### src/rtl/ceespu_regwrite_ctrl.sv
// ceespu_regwrite_ctrl: owns the single regfile write port.
// After reset it optionally zeroes r1..r(N-1), then arbitrates ALU and load
// writebacks round-robin over valid/ready handshakes. Write-port outputs are registered.
module ceespu_regwrite_ctrl #(
    parameter int unsigned DATA_WIDTH     = 32,
    parameter int unsigned SEL_WIDTH      = 5,
    parameter bit          CLEAR_ON_RESET = 1'b1
) (
    input  logic                  I_clk,
    input  logic                  I_rst,

    input  logic                  I_alu_valid,
    input  logic [SEL_WIDTH-1:0]  I_alu_sel,
    input  logic [DATA_WIDTH-1:0] I_alu_data,
    output logic                  O_alu_ready,

    input  logic                  I_mem_valid,
    input  logic [SEL_WIDTH-1:0]  I_mem_sel,
    input  logic [DATA_WIDTH-1:0] I_mem_data,
    output logic                  O_mem_ready,

    output logic                  O_we,
    output logic [SEL_WIDTH-1:0]  O_selD,
    output logic [DATA_WIDTH-1:0] O_dataD,
    output logic                  O_busy
);

    localparam logic [SEL_WIDTH-1:0]  SEL_ZERO  = SEL_WIDTH'(0);
    localparam logic [SEL_WIDTH-1:0]  SEL_FIRST = SEL_WIDTH'(1);
    localparam logic [SEL_WIDTH-1:0]  SEL_LAST  = {SEL_WIDTH{1'b1}};
    localparam logic [DATA_WIDTH-1:0] DATA_ZERO = DATA_WIDTH'(0);

    typedef enum logic {
        ST_CLEAR = 1'b0,
        ST_RUN   = 1'b1
    } state_e;

    localparam state_e ST_RESET = CLEAR_ON_RESET ? ST_CLEAR : ST_RUN;

    state_e                  state_q, state_d;
    logic [SEL_WIDTH-1:0]    cnt_q, cnt_d;
    logic                    last_mem_q, last_mem_d;
    logic                    we_q, we_d;
    logic [SEL_WIDTH-1:0]    sel_q, sel_d;
    logic [DATA_WIDTH-1:0]   data_q, data_d;
    logic                    busy_q, busy_d;

    logic                    run_c;
    logic                    contended_c;
    logic                    grant_alu_c;
    logic                    grant_mem_c;
    logic                    xfer_alu_c;
    logic                    xfer_mem_c;

    // State register
    always_ff @(posedge I_clk or posedge I_rst) begin
        if (I_rst) begin
            state_q <= ST_RESET;
        end else begin
            state_q <= state_d;
        end
    end

    // Next state: leave CLEAR once the last register's write is issued
    always_comb begin
        state_d = state_q;
        case (state_q)
            ST_CLEAR: begin
                if (cnt_q == SEL_LAST) begin
                    state_d = ST_RUN;
                end
            end
            ST_RUN: begin
                state_d = ST_RUN;
            end
            default: begin
                state_d = ST_RESET;
            end
        endcase
    end

    // Round-robin arbiter: on a tie, the loser of the previous tie wins
    always_comb begin
        run_c       = (state_q == ST_RUN) && !I_rst;
        contended_c = I_alu_valid && I_mem_valid;
        grant_mem_c = I_mem_valid && (!I_alu_valid || !last_mem_q);
        grant_alu_c = I_alu_valid && (!I_mem_valid || last_mem_q);
        xfer_alu_c  = run_c && grant_alu_c;
        xfer_mem_c  = run_c && grant_mem_c;
    end

    // Ready only ever follows a grant, so it never rises without its valid
    assign O_alu_ready = xfer_alu_c;
    assign O_mem_ready = xfer_mem_c;

    // Output/datapath next values per state
    always_comb begin
        cnt_d      = cnt_q;
        last_mem_d = last_mem_q;
        we_d       = 1'b0;
        sel_d      = sel_q;
        data_d     = data_q;
        busy_d     = 1'b0;
        case (state_q)
            ST_CLEAR: begin
                we_d   = 1'b1;
                sel_d  = cnt_q;
                data_d = DATA_ZERO;
                // busy drops together with the final clear write
                busy_d = (cnt_q != SEL_LAST);
                if (cnt_q != SEL_LAST) begin
                    cnt_d = cnt_q + SEL_FIRST;
                end
            end
            ST_RUN: begin
                if (xfer_mem_c) begin
                    we_d   = (I_mem_sel != SEL_ZERO);
                    sel_d  = I_mem_sel;
                    data_d = I_mem_data;
                end else if (xfer_alu_c) begin
                    we_d   = (I_alu_sel != SEL_ZERO);
                    sel_d  = I_alu_sel;
                    data_d = I_alu_data;
                end
                if (contended_c && run_c) begin
                    last_mem_d = grant_mem_c;
                end
            end
            default: begin
                we_d = 1'b0;
            end
        endcase
    end

    // Registered write port, clear counter and arbiter history
    always_ff @(posedge I_clk or posedge I_rst) begin
        if (I_rst) begin
            cnt_q      <= SEL_FIRST;
            last_mem_q <= 1'b0;
            we_q       <= 1'b0;
            sel_q      <= SEL_ZERO;
            data_q     <= DATA_ZERO;
            busy_q     <= CLEAR_ON_RESET;
        end else begin
            cnt_q      <= cnt_d;
            last_mem_q <= last_mem_d;
            we_q       <= we_d;
            sel_q      <= sel_d;
            data_q     <= data_d;
            busy_q     <= busy_d;
        end
    end

    assign O_we    = we_q;
    assign O_selD  = sel_q;
    assign O_dataD = data_q;
    assign O_busy  = busy_q;

endmodule

### config.mk
export PLATFORM = sky130hd
export DESIGN_NAME = ceespu_regwrite_ctrl
export DESIGN_NICKNAME = d
export VERILOG_FILES = /design/src/rtl/ceespu_regwrite_ctrl.sv
export SDC_FILE = /design/constraint.sdc
export NUM_CORES = 1
export LEC_CHECK = 0
export CORE_MARGIN = 4
export CORE_UTILIZATION = 39
export DETAILED_ROUTE_END_ITERATION = 6
export PLACE_DENSITY = 0.85
export SETUP_SLACK_MARGIN = 0.15
export SLEW_MARGIN = 30
export SYNTH_ARGS = -nofsm -noshare
export SYNTH_HDL_FRONTEND = slang
export SYNTH_SLANG_ARGS = --single-unit
### constraint.sdc
create_clock -name I_clk -period 2.3 [get_ports I_clk]
set_input_delay 0.46 -clock I_clk [delete_from_list [all_inputs] [get_ports I_clk]]
set_output_delay 0.46 -clock I_clk [all_outputs]
set_load 0.1 [all_outputs]
* After elaboration in Yosys (flattened, before gate mapping)
Index checks and enable logic that the tools add are counted.
** Operators by class
- Reduce and logical (&&, ||, !) cells :: 17
- Add/subtract/negate cells :: 1
- Mux-type cells :: 12
- Equality and inequality tests :: 3
- Bitwise logic cells :: 1
** Operator list (count)
- $mux 32 :: 2
- $pmux 32 s2 :: 1
- $mux 5 :: 2
- $pmux 5 s2 :: 1
- $reduce_bool 5->1 :: 2
- $logic_and 1x1->1 :: 7
- $add 5x1->5 const B :: 1
- $eq 5x5->1 const B :: 1
- $ne 5x5->1 const B :: 1
- $logic_not 1->1 :: 4
- $mux 1 :: 4
- $pmux 1 s2 :: 2
- $reduce_and 2->1 :: 2
- $ne 3x3->1 const B :: 1
- $logic_or 1x1->1 :: 2
- $not 1->1 :: 1
** Storage, ports and cells
- Bits of input ports :: 78
- Output and inout port bits :: 41
- Register bits after elaboration :: 46
- Logic and storage cells :: 41

* Depth between registers and ports, before layout
Gate-level depths: netlist of the first run.
- Word-level depth :: 7
- Depth in mapped cells :: 7
- Mapped depth without buffers :: 6

* Worst setup path after synthesis of the first run
OpenSTA, ideal clock, no wires.
- Kind :: input -> register
- Start point :: input I_rst
- End point :: register we_q, in the netlist O_we
- Setup slack :: -0.295 ns
- Required time :: 2.222 ns
- Buffers on the path :: 0
- Data arrival time :: 2.518 ns
- Library setup time :: 0.078 ns
- Cell stages on the path :: 4
- Cells stage by stage :: nand3b_1 a21oi_1 o21ai_0 nand3_1
** Between the ends
- Longest elaborated chain between the ends :: 6
- Elaborated cells between the ends (all ways) :: 7
- Classes of those cells :: mux: 3; reduce/logical: 4
** RTL lines
- start, declared :: RTL line 10 : input logic I_rst,
- $logic_not 1->1 (no source line)
- $logic_and 1x1->1 :: RTL line 84 : run_c = (state_q == ST_RUN) && !I_rst;
- $logic_and 1x1->1 :: RTL line 88 : xfer_alu_c = run_c && grant_alu_c;
- net O_alu_ready :: RTL line 15 : output logic O_alu_ready,
- $mux 1 :: RTL line 120 : end else if (xfer_alu_c) begin
- $mux 1 :: RTL line 116 : if (xfer_mem_c) begin
- $pmux 1 s2 :: RTL line 104 : case (state_q)
- net we_d :: RTL line 43 : logic we_q, we_d;
- end signal, assigned :: RTL line 147 : we_q <= we_d;
- end, declared :: RTL line 43
The timed path passes the listed nets, and every way through them passes these cells.
A chain may end at the register's enable or synchronous reset.

* Worst setup path in the final report of the first run
- Start point :: input I_rst
- End point :: output O_alu_ready
** Between the ends
- Longest elaborated chain between the ends :: 3
** RTL lines (RTL line)
- $logic_not 1->1 (no source line)
- $logic_and 1x1->1 :: 84
- $logic_and 1x1->1 :: 88
- end, declared :: 15
No other way between the ends.

==> out/results.ini, run 1 <==
[yosys]
postSynthNetCount = 285
synthesis.instances = 205
synth.cells.most_frequent = 44 x sky130_fd_sc_hd__dfrtp_1, 37 x sky130_fd_sc_hd__mux2i_1, 34 x sky130_fd_sc_hd__nand2_1
yosysMostFrequentCell = sky130_fd_sc_hd__dfrtp_1
synth_sequential_area_ratio = 0.531
number_of_flops_mapped_to_enable_cells_by_yosys = 0
synth_warnings = 0
yosysTopAreaCellShare = 0.507
async_sr_flop_fraction = 1.00
yosys.cell_types.count = 30
yosysTopAreaCell = sky130_fd_sc_hd__dfrtp_1
postSynthAreaPerCell_um2 = 10.6
netlist_area_um2 = 2170
yosys_register_bits = 46
yosys-top-cells-area = sky130_fd_sc_hd__dfrtp_1 51%, sky130_fd_sc_hd__mux2i_1 17%, sky130_fd_sc_hd__o21ai_0 6.9%
ys.flop_type = sky130_fd_sc_hd__dfrtp_1

[sta]
worst_pin_slew_ns = 0.517
post_layout_worst_setup_margin_ns = 0.191
period_minus_slack_ns = 2.11
max_freq_ghz = 0.474
post-route-period-util = 0.917
fin_skew_ns = 0.00639
post_route_setup_tns_ns = 0
final_max_slew_viol_count = 0
rsz0062_at_grt = false
timing.max_slew.rel_slack = 0.656
timing.final.hold_violations = 0
timing.final.setup_violations = 0
hold_slack_ns = 0.484

[die]
x_dimension_of_the_die_um = 82.6
core_area_um2 = 5240
num_io_pins = 119
placementRows = 26
die_h_um = 82.6
fp.dieArea_um2 = 6820
initial_utilization = 0.414

[hold_path]
hold-path-cell-count = 2
worst_hold_path_type = reg2reg

[final_layout]
drive_above_1_share = 0.209
final_cell_utilization_of_the_core = 0.674
antennaDiodeCount = 0
post_layout_net_count = 406
fillCellCount = 430
multi_input_area_um2 = 950
area_growth_syn_to_layout_pct = 62.6
area.sequential_um2 = 1150
layoutNonFillerInstCount = 396
final_cell_area_um2 = 3530

[critical_path]
crit_path_max_incr_delay_ns = 0.50
cp.arrival_ns = 1.65
critical-path-slowest-cell = sky130_fd_sc_hd__clkdlybuf4s50_1
cp_capture_type = output pin
worst-setup-path-type = in2out
worstPathRequired_ns = 1.84
critPathLaunchType = input pin
critPathMaxFanout = 4
ff2ff_path_depth = 5
worstPathCellList = clkdlybuf4s50_1 > nand3b_1 > a21oi_2 > buf_12

[place]
routabilityCongestion = 0.745
dpl.cell_count = 389
post_dp_cell_area_um2 = 3410
dp_worst_setup_slack_ns = 0.141
buffer_ports.inserted = 118
place.detailed.hpwl_um = 4780

[global_routing]
grt_remaining_overflow = 0
grt_pass1_wl_um = 9170
largest_net_degree_at_the_start_of_global_routing = 26
grt_pass1_vias = 1958
antenna_found_initial = 0
track_usage = 0.177

[drt]
wl_per_cell_um = 15.4
total_number_of_vias = 1937
drtAntennaViolNets = 0
drt-pass1-iter-count = 4
avgViaCountPerCell = 4.89
finalWirelength_um = 6110
remaining_drc_errors = 0
drc_violation_total_after_the_first_tritonroute_iteration = 39

[clocking]
cts_htree_levels = 2
post-cts-setup-buffer-count = 0
cts-root-buf = sky130_fd_sc_hd__clkbuf_8
numCtsBuffers = 5
cts_buffer_depth = 2
tritoncts = built
numClockSinks = 46
cts_resized = 0
clkSlewWorstSetupHoldPaths_ns = 0.08
cts_hold_buf = 0
insertion_delay_ns = 0.29

[outcome]
run_status = complete, no violations

[power]
report.power.total_mw = 2.95
cellLeakagePower_nw = 1.51
ir_drop_mv = 0.506
power_density_nw_per_um2 = 835

[flow_run]
drv.max_cap_violation_count = 0

path summary, 6_finish.rpt:
| check | from | to | slack (ns) |
|---|---|---|---|
| max | I_rst | O_alu_ready | 0.19 |
| min | O_dataD[7] | O_dataD[7] | 0.48 |
| max reg2reg | cnt_q[1] | cnt_q[1] | 0.43 |
| min reg2reg | O_dataD[7] | O_dataD[7] | 0.48 |
| max in group asynchronous | I_rst | cnt_q[0] | 1.07 |
| min in group asynchronous | I_rst | O_selD[1] | 0.65 |
state kept, by name, indices dropped and copies added (netlist names):
signal      flops
O_we            1
O_busy          1
state_q         1
cnt_q           5
O_dataD        32
O_selD          5
last_mem_q      1
placed cells by master (no fill, tap or decap), drive strengths merged:
cell type / count
ha: 2
a211oi: 1
xnor2: 3
bufinv: 1
or4: 2
clkbuf: 6
or2: 1
dfstp: 2
buf: 50
inv: 4
nand3b: 1
clkdlybuf4s50: 76
dlymetal6s2s: 1
and3: 1
xor2: 1
o22ai: 5
nand4: 1
mux2: 2
o21ai: 34
nor2: 1
and2: 2
nor2b: 1
mux2i: 37
dfrtp: 44
nand3: 1
nand2b: 5
o21ba: 1
nand2: 34
a21oi: 6
worst max-delay path: cells and delay by family:
family | cells | cell delay [ns]
buffers and inverters | 2 | 0.71
and+or+nand+nor | 1 | 0.24
AOI/OAI and AO/OA | 1 | 0.23
metal layers:
layer / wire length [µm] / vias to the layer above / global-route usage
li1: - / 953 / -
met1: 2290 / 901 / 0.210
met2: 3130 / 69 / 0.308
met3: 543 / 14 / 0.0510
met4: 144 / 0 / 0.0507
met5: 0 / - / 0
layout make-up:
cell class	count	share of cell area
inverters	4	0.00425
clock inverters	1	0.00851
well taps	70	0.0248
multi-input cells	142	0.269
flip-flops and latches	46	0.327
clock buffers	6	0.0234
repair buffers	127	0.343
logic make-up after synthesis:
logic type,after synthesis,synth area share
adder cells (fa/ha/maj),2,0.0115
buffers and inverters,17,0.0380
multiplexers,39,0.181
XOR/XNOR,4,0.0161
AO/OA/AOI/OAI,47,0.117
AND/OR/NAND/NOR,50,0.105
flip-flops,46,0.531
power by group:
| group | internal [mW] | leakage, nW | switching, mW |
|---|---|---|---|
| clock network | 0.348 | 0.0573 | 0.259 |
| logic | 0.386 | 0.915 | 0.978 |
| registers | 0.913 | 0.536 | 0.0635 |
| total | 1.65 | 1.51 | 1.30 |
Power figures use the tool's default switching activity.
==> run 2: changes to the inputs <==
- CELL_PAD_IN_SITES_DETAIL_PLACEMENT: not set -> 1
- CELL_PAD_IN_SITES_GLOBAL_PLACEMENT: not set -> 2
- CORE_UTILIZATION: 39 -> 22
- CTS_CLUSTER_DIAMETER: not set -> 40
- PLACE_DENSITY: 0.85 -> 0.84
==> out/results.ini, run 2 (synthesis results as in run 1) <==
[drt]
wl_per_cell_um = 15.7
remaining_drc_errors = 0
drc_violation_total_after_the_first_tritonroute_iteration = 29
total_number_of_vias = 1958
finalWirelength_um = 7160
avgViaCountPerCell = 4.29
drtAntennaViolNets = 0
drt-pass1-iter-count = 4

[sta]
fin_skew_ns = 0.00609
final_max_slew_viol_count = 0
period_minus_slack_ns = 2.07
rsz0062_at_grt = false
timing.final.setup_violations = 0
post-route-period-util = 0.902
hold_slack_ns = 0.487
worst_pin_slew_ns = 0.505
timing.final.hold_violations = 0
timing.max_slew.rel_slack = 0.662
post_route_setup_tns_ns = 0
max_freq_ghz = 0.482

[critical_path]
worst-setup-path-type = in2out
critPathMaxFanout = 4
worstPathCellList = clkdlybuf4s50_1 > nand3b_1 > a21oi_2 > buf_12
cp.arrival_ns = 1.61
critical-path-slowest-cell = sky130_fd_sc_hd__clkdlybuf4s50_1
cp_capture_type = output pin
critPathLaunchType = input pin
worstPathRequired_ns = 1.84
crit_path_max_incr_delay_ns = 0.50

[final_layout]
drive_above_1_share = 0.208
area_growth_syn_to_layout_pct = 64.5
fillCellCount = 1058
post_layout_net_count = 406
multi_input_area_um2 = 950
area.sequential_um2 = 1150
largest_reg_flops = 32
layout_commonest_cell = sky130_fd_sc_hd__clkdlybuf4s50_1
final_cell_mix = 77 x sky130_fd_sc_hd__clkdlybuf4s50_1, 47 x sky130_fd_sc_hd__buf_4, 43 x sky130_fd_sc_hd__dfrtp_1, 37 x sky130_fd_sc_hd__mux2i_1, 34 x sky130_fd_sc_hd__nand2_1
antennaDiodeCount = 0

[global_routing]
antenna_found_initial = 0
grt_pass1_vias = 2098
track_usage = 0.122
grt_pass1_wl_um = 11100
grt_remaining_overflow = 0
largest_net_degree_at_the_start_of_global_routing = 33

[place]
routabilityCongestion = 0.707
place.detailed.hpwl_um = 5590
buffer_ports.inserted = 118

[die]
fp.dieArea_um2 = 11500
core_area_um2 = 9420
die_h_um = 107
num_io_pins = 119
placementRows = 35
initial_utilization = 0.231
x_dimension_of_the_die_um = 107

[clocking]
clkSlewWorstSetupHoldPaths_ns = 0.09
numClockSinks = 46
cts_buffer_depth = 2
tritoncts = built
cts-root-buf = sky130_fd_sc_hd__clkbuf_8
numCtsBuffers = 5
insertion_delay_ns = 0.29
cts_htree_levels = 2

[power]
power_density_nw_per_um2 = 823
combinational_group_share_of_total_power = 0.464
seq_power_share = 0.333
ir_drop_mv = 0.263
report.power.total_mw = 2.94
cellLeakagePower_nw = 1.49
switching_power_mw = 1.32
p_int_mw = 1.62
netSwitchingFraction = 0.450
pwr-share-clk = 0.203

[flow_run]
drv.max_cap_violation_count = 0

[hold_path]
worst_hold_path_type = reg2reg

[outcome]
run_status = complete, no violations

[run 2: cell types whose count changed in the layout (fill, tap and decap cells not counted), sizes merged]
| cell | change |
|---|---|
| clkbuf | +1 |
| dlymetal6s2s | -1 |
| clkdlybuf4s50 | +1 |
[run 2: routing by layer]
layer  GRT usage  vias to the layer above  part of all wire
met2       0.220                       62              0.51
li1            -                      946                 -
met1       0.147                      946              0.42
met3      0.0306                        4             0.064
met4      0.0216                        0            0.0043
met5           0                        -                 0
[run 2: power by group through the flow]
stage	Clock (mW)	Combinational [mW]	Sequential, mW
2_1_floorplan	0	0.255	1.69
3_3_place_gp	0	1.36	0.990
3_5_place_dp	0	1.38	0.997
4_1_cts	0.627	1.38	0.982
5_1_grt	0.652	1.43	0.996
6_report	0.596	1.37	0.979
[run 2: repair_timing]
item	in CTS	in global routing
gates resized for setup	0	1
setup buffers	1	0
setup endpoints to repair	1	1
pin swaps	1	0
hold buffers	0	0
gates cloned	0	0
[run 2: final cells by class]
| type | instances | area share |
|---|---|---|
| multi-input combinational | 142 | 0.266 |
| clock buffer | 7 | 0.0214 |
| timing repair buffer | 127 | 0.331 |
| sequential | 46 | 0.323 |
| inverter | 4 | 0.00420 |
| clock inverter | 1 | 0.00841 |
| tap | 129 | 0.0452 |
[run 2: critical path, delay by kind of cell]
family	cells	cell delay [ns]
AND/OR/NAND/NOR	1	0.23
buffers and inverters	2	0.70
AO/OA/AOI/OAI	1	0.21
[run 2: path summary, 6_finish.rpt]
path,start,to,slack [ns],depth (start not counted)
max,I_rst,O_alu_ready,0.23,4
min,O_dataD[19],O_dataD[19],0.49,2
max reg2reg,cnt_q[1],cnt_q[1],0.42,5
min reg2reg,O_dataD[19],O_dataD[19],0.49,2
max in group asynchronous,I_rst,O_dataD[23],1.09,3
min in group asynchronous,I_rst,O_selD[0],0.61,2
[run 2: stage by stage]
stage	cell area [µm²]	cells	setup slack, ns	utilization
6_report	3570	456	0.225	0.379
5_1_grt	3570	456	0.163	0.379
4_1_cts	3570	456	0.200	0.379
3_5_place_dp	3460	447	0.0741	0.367
3_3_place_gp	3460	447	0.112	0.367
2_1_floorplan	2180	205	0.271	-
